File: src/rtl/trig_meas_pkg.sv
// trig_meas_pkg: shared FSM encoding and default sizing for the trigger delay meter.
package trig_meas_pkg;

    typedef enum logic {
        IDLE  = 1'b0,
        ARMED = 1'b1
    } state_t;

    localparam int DEF_CNT_W      = 8;
    localparam int DEF_TIMEOUT    = 255;
    localparam int DEF_EXPECT_DLY = 5;

endpackage

File: src/rtl/rise_detect.sv
// rise_detect: one sample register plus a prior-sample register; rise flags a 0->1 step.
module rise_detect (
    input  logic clk,
    input  logic rst_n,
    input  logic d,
    output logic rise
);

    logic s, p;

    always_ff @(posedge clk or negedge rst_n) begin
        if (!rst_n) begin
            s <= 1'b0;
            p <= 1'b0;
        end else begin
            s <= d;
            p <= s;
        end
    end

    assign rise = s & ~p;

endmodule

File: src/rtl/trigger_delay_meter.sv
// trigger_delay_meter: counts clk cycles from an enable rise to the following trigger rise,
// flagging timeouts, stray triggers and whether the delay matched the nominal value.
module trigger_delay_meter
    import trig_meas_pkg::*;
#(
    parameter int CNT_W      = DEF_CNT_W,
    parameter int TIMEOUT    = DEF_TIMEOUT,
    parameter int EXPECT_DLY = DEF_EXPECT_DLY
) (
    input  logic             clk,
    input  logic             rst_n,
    input  logic             enable,
    input  logic             trigger,
    output logic             busy,
    output logic             meas_valid,
    output logic [CNT_W-1:0] meas_dly,
    output logic             meas_ok,
    output logic             timeout,
    output logic             stray
);

    localparam logic [CNT_W:0] TO_LIM = (CNT_W+1)'(TIMEOUT);
    localparam logic [CNT_W:0] EXP    = (CNT_W+1)'(EXPECT_DLY);

    state_t           state;
    logic [CNT_W-1:0] cnt;
    logic [CNT_W:0]   nxt;
    logic             en_rise, trig_rise;

    // Both inputs pass through identical detectors so their latency cancels.
    rise_detect u_en   (.clk(clk), .rst_n(rst_n), .d(enable),  .rise(en_rise));
    rise_detect u_trig (.clk(clk), .rst_n(rst_n), .d(trigger), .rise(trig_rise));

    assign nxt = {1'b0, cnt} + (CNT_W+1)'(1);

    always_ff @(posedge clk or negedge rst_n) begin
        if (!rst_n) begin
            state      <= IDLE;
            cnt        <= '0;
            busy       <= 1'b0;
            meas_valid <= 1'b0;
            meas_dly   <= '0;
            meas_ok    <= 1'b0;
            timeout    <= 1'b0;
            stray      <= 1'b0;
        end else begin
            meas_valid <= 1'b0;
            timeout    <= 1'b0;
            stray      <= 1'b0;
            case (state)
                IDLE: begin
                    stray <= trig_rise;
                    if (en_rise) begin
                        state <= ARMED;
                        cnt   <= '0;
                        busy  <= 1'b1;
                    end
                end
                ARMED: begin
                    // Trigger outranks both restart and timeout; a coincident enable re-arms.
                    if (trig_rise) begin
                        meas_valid <= 1'b1;
                        meas_dly   <= nxt[CNT_W-1:0];
                        meas_ok    <= (nxt == EXP);
                        cnt        <= '0;
                        state      <= en_rise ? ARMED : IDLE;
                        busy       <= en_rise;
                    end else if (en_rise) begin
                        cnt <= '0;
                    end else if (nxt == TO_LIM) begin
                        timeout  <= 1'b1;
                        meas_dly <= TO_LIM[CNT_W-1:0];
                        meas_ok  <= 1'b0;
                        state    <= IDLE;
                        busy     <= 1'b0;
                    end else begin
                        cnt <= nxt[CNT_W-1:0];
                    end
                end
                default: state <= IDLE;
            endcase
        end
    end

endmodule

File: config.mk
export PLATFORM = sky130hd
export DESIGN_NAME = trigger_delay_meter
export DESIGN_NICKNAME = d
export VERILOG_FILES = /design/src/rtl/trig_meas_pkg.sv /design/src/rtl/rise_detect.sv /design/src/rtl/trigger_delay_meter.sv
export SDC_FILE = /design/constraint.sdc
export NUM_CORES = 1
export LEC_CHECK = 0
export ABC_AREA = 1
export CELL_PAD_IN_SITES_DETAIL_PLACEMENT = 0
export CELL_PAD_IN_SITES_GLOBAL_PLACEMENT = 2
export CORE_ASPECT_RATIO = 0.5
export CORE_MARGIN = 8
export CORE_UTILIZATION = 32
export CTS_BUF_LIST = sky130_fd_sc_hd__clkbuf_4 sky130_fd_sc_hd__clkbuf_8 sky130_fd_sc_hd__clkbuf_16
export DETAILED_ROUTE_END_ITERATION = 10
export GPL_ROUTABILITY_DRIVEN = 0
export PLACE_DENSITY = 0.77
export SLEW_MARGIN = 30
export SYNTH_ARGS = -nofsm -noshare
export SYNTH_HDL_FRONTEND = slang
export SYNTH_HIERARCHICAL = 1
export SYNTH_SLANG_ARGS = --single-unit
File: constraint.sdc
create_clock -name clk -period 1.8 [get_ports clk]
set_input_delay 0.45 -clock clk [delete_from_list [all_inputs] [get_ports clk]]
set_output_delay 0.45 -clock clk [all_outputs]
set_load 0.005 [all_outputs]
==> results list <==
- The run finished with clean final reports.
* Worst-case vdd ir drop: between 0.2 and 0.3 mV
- Setup Viol. Count Final: 0
- After detailed routing, the average wire length per cell comes to between 10 and 15 microns.
- For this run, design rule violations remaining after detail routing come to 0.
- Post-route antenna net violation count: 0
- Total via count after detailed routing: ~1300
- The number of global-route vias before repair is roughly 1200.
- The die covers roughly 7000 sq um.
- Part of the power in registers: 0.469
* Area growth, synth to finish: 30.8%
- Syn_nets: 201
- In this run, post-CTS hold repair placed 0 buffers.
- The share of total power dissipated in combinational logic is 0.173.
- From bottom edge to top edge, the die measures about 64 microns.
- Unrepaired setup endpoints after global routing: yes
- Data required time at the worst endpoint: between 2000 and 2500 ps
* Startpoint types: flop
- Number of top-level pins: 17
- Top delay family on crit path: simple AND/OR/NAND/NOR gates
- The largest individual stage delay along the critical path comes from the cell sky130_fd_sc_hd__dfrtp_2.
- R2R depth: 12
- Synthesis instantiated 20 different standard cells from the library.
- Among all flip-flop cells after synthesis, the most frequent one is sky130_fd_sc_hd__dfrtp_1.
- Based on the critical path, the design can be clocked at up to slightly below 600 MHz.
* Wire length of the first global-routing pass: 5940 microns
- First-pass iteration count of the detailed router: 4
- Global router's overall resource usage: 0.100
* Area contributors post-synth: sky130_fd_sc_hd__dfrtp_1 44%, sky130_fd_sc_hd__nand2_1 17%, sky130_fd_sc_hd__nand3_1 8.5%, sky130_fd_sc_hd__inv_1 6.6%, sky130_fd_sc_hd__nor2_4 4.6%
- Cell-by-cell trace of the critical path: ha_4, nand2_2, inv_2, nand2_1, nand2_2, inv_2, nand3_4, nor2_4, nand3_4, nand2_8, nand2_1, nand2_1
- Headroom to the max-slew limit came out at 0.770.
- Number of cells on the critical path: 12
* Area of the core region: roughly 4400 sq um
* Cell at the root of the clock tree: sky130_fd_sc_hd__clkbuf_8
- The critical path contains buffers and inverters numbering 2 combined.
- Along the worst path, the maximum fanout reaches 8.
- EDFF count, synth: 0
- In the final design database the tool counted roughly 230 nets.
* Static Leak: 0.000948 uW
- The number of antenna violations at the first check in global routing was 0.
- Between clock sinks in the finished design, the worst skew comes to 5.97 ps.
- Power per cell area: between 700 and 800 nW/um^2
- Synthesis produced ~190 cells.
- Critical path class: flop to flop
* Post-Place Cell Area: 1740 sq um
- The worst setup path is captured at a flop.
- Max-cap violations in this run came to 0.
- Cell taking the most area after synthesis: sky130_fd_sc_hd__dfrtp_1
* Sink count of the clock tree: 26
* Site row count: 17
- CTS clock-pin slew for the worst setup and hold paths: approximately 100 ps
- Excluding fillers, the count of instances in the completed layout stands at approximately 280.
- Summed instance area of the synthesized netlist: between 1000 and 1500 sq um
- At the pin with the least slew margin, the transition time is roughly 350 ps.
- Reported net switching power: around 370 uW
- Counting flops and latches in the post-synthesis netlist gives 26.
* Switching portion of total power: 0.262
- TritonCTS built the clock tree.
* Synthesized area per cell: 7.60 sq um
* Arrival time reported for the critical path endpoint: around 1900 ps
- Entering global routing, the biggest net connects 27 pins.
* Yosys synthesis warning count: 6
- After detailed routing, the number of vias per cell comes to roughly 4.5.
* Minimum period implied by the final worst setup slack: ~1700 ps
* Aggregate routed wire length: 3550 microns
- The clock reaches the later pin of the worst-skew pair after approximately 280 ps.
* Die outline width: around 110 microns
- Hold Path Depth: 0
- Share of the yosys chip area belonging to registers: 0.441
- The internal power of the cells totals a little over 1000 uW.
* Diodes inserted: 0
* Port-buffer cells: 16
* CTS buffer count: 3
- Post-placement cell count: roughly 270
* Critical Path Most Common Cell: sky130_fd_sc_hd__nand2_1
- Initial Utilization: 0.333
- Share of cells above drive strength 1: 0.249
* Total power draw: 1400 uW
* Async set-or-reset flop fraction in the synthesized netlist: 1.00
- With fillers left out, the area of the finished cells amounts to 1930 sq um.
- Worst-case clock buffer depth: 2
* Clock power share: 0.357
- In this design, the stage delay of the slowest critical-path cell is around 450 ps.
* Number of failing hold endpoints at the final stage: 0
- The share of synthesized area in the top cell type comes to 0.441.
- Final Slew Violations: 0
* Tcrit/Tclk final: 0.949
* DPL Wire Length: 2640 microns
* Sum of overflow across all layers after global routing: 0
- Htree depth: 1
- In this run, the number of DRC markers left after iteration 0 of detailed routing was 76.
- Worst min-delay path class: flop to flop
## layer usage
layer	global-route usage	routed length, microns	vias to the layer above
li1	-	-	645
met1	0.147	1890	582
met2	0.140	1440	23
met3	0.0290	196	2
met4	0.0200	27	0
met5	0	0	-
## path summary, 6_finish.rpt
kind | startpoint | to | slack (ps)
worst max-delay path | cnt[0] | cnt[2] | 90
worst max register to register | cnt[0] | cnt[2] | 90
min in group asynchronous | rst_n | cnt[6] | 540
worst min-delay path | u_trig/s | u_trig/p | 380
max in group asynchronous | rst_n | cnt[2] | 990
worst min register to register | u_trig/s | u_trig/p | 380
## layout make-up
class / count / area, sq um
flip-flops and latches: 26 / 653
well taps: 57 / 71.3
multi-input cells: 135 / 786
fillers: 450 / 2490
clock buffers: 3 / 41.3
inverters: 32 / 120
repair buffers: 24 / 228
clock inverters: 1 / 30.0
## what timing repair did
action                     4_1_cts  5_1_grt
setup endpoints to repair        9       18
setup buffers                    0        3
pin swaps                        0       12
resized for setup                1       23
## worst register-to-register path, stage by stage (launching register included)
cell and delay (ps):
sky130_fd_sc_hd__dfrtp_2 450, sky130_fd_sc_hd__ha_4 180, sky130_fd_sc_hd__nand2_2 70, sky130_fd_sc_hd__inv_2 50
sky130_fd_sc_hd__nand2_1 70, sky130_fd_sc_hd__nand2_2 80, sky130_fd_sc_hd__inv_2 90, sky130_fd_sc_hd__nand3_4 80
sky130_fd_sc_hd__nor2_4 180, sky130_fd_sc_hd__nand3_4 160, sky130_fd_sc_hd__nand2_8 140, sky130_fd_sc_hd__nand2_1 50
sky130_fd_sc_hd__nand2_1 50
## power groups by stage
stage	registers (uW)	logic, uW	clock network, uW
finish	658	243	501
global route	666	272	544
CTS	652	226	518
detailed placement	663	225	0
global placement	660	228	0
floorplan	665	105	0
## cell usage after synthesis, types with 2 or more instances
master,instances
sky130_fd_sc_hd__nand2_1,68
sky130_fd_sc_hd__dfrtp_1,26
sky130_fd_sc_hd__inv_1,26
sky130_fd_sc_hd__nand3_1,25
sky130_fd_sc_hd__nor2_1,12
sky130_fd_sc_hd__nand2_2,8
sky130_fd_sc_hd__nor2_4,6
sky130_fd_sc_hd__inv_2,5
sky130_fd_sc_hd__ha_1,3
sky130_fd_sc_hd__nor2_2,3
sky130_fd_sc_hd__nand3_2,2
sky130_fd_sc_hd__o21ai_0,2
## cell families after synthesis
logic type | Yosys count | synth area share
flip-flops | 26 | 0.441
AO/OA/AOI/OAI | 3 | 0.0119
AND/OR/NAND/NOR | 129 | 0.437
buffers and inverters | 33 | 0.0848
adder cells (fa/ha/maj) | 3 | 0.0254
## flip-flops by register name, indices dropped and copies added, names as in the netlist
signal	count
u_en/p	1
u_en/s	1
u_trig/s	1
timeout	1
meas_valid	1
stray	1
busy	1
meas_dly	8
u_trig/p	1
cnt	8
meas_ok	1
state	1
## metrics by stage
step | hold WS, ps | worst slack [ps] | util | setup TNS (ps)
global route | 388 | -43.1 | 0.436 | -343
CTS | 384 | 38.8 | 0.411 | 0
detailed placement | 361 | -4.12 | 0.393 | -4.12
floorplan | 154 | 208 | - | 0
finish | 381 | 92.3 | 0.436 | 0
global placement | 360 | 73.8 | 0.393 | 0
## cell usage in the layout, fill, tap and decap left out
| cell | count |
|---|---|
| sky130_fd_sc_hd__ha_1 | 2 |
| sky130_fd_sc_hd__nand3b_1 | 1 |
| sky130_fd_sc_hd__clkinv_1 | 1 |
| sky130_fd_sc_hd__o21a_1 | 1 |
| sky130_fd_sc_hd__dfrtp_2 | 2 |
| sky130_fd_sc_hd__nand3_4 | 3 |
| sky130_fd_sc_hd__inv_2 | 5 |
| sky130_fd_sc_hd__ha_4 | 1 |
| sky130_fd_sc_hd__nand3_1 | 22 |
| sky130_fd_sc_hd__buf_6 | 2 |
| sky130_fd_sc_hd__bufinv_16 | 1 |
| sky130_fd_sc_hd__nand2_8 | 1 |
| sky130_fd_sc_hd__nand2_4 | 2 |
| sky130_fd_sc_hd__nand2_2 | 15 |
| sky130_fd_sc_hd__buf_4 | 6 |
| sky130_fd_sc_hd__inv_1 | 26 |
| sky130_fd_sc_hd__nand4_4 | 1 |
| sky130_fd_sc_hd__nand3_2 | 3 |
| sky130_fd_sc_hd__nand2_1 | 59 |
| sky130_fd_sc_hd__clkbuf_8 | 3 |
| sky130_fd_sc_hd__nor3_1 | 1 |
| sky130_fd_sc_hd__nor2_1 | 11 |
| sky130_fd_sc_hd__nor2_4 | 6 |
| sky130_fd_sc_hd__dfrtp_1 | 24 |
| sky130_fd_sc_hd__nor2_2 | 4 |
| sky130_fd_sc_hd__o21ai_0 | 2 |
| sky130_fd_sc_hd__clkdlybuf4s50_1 | 16 |
Note: power is estimated with default switching activity, not from simulation.
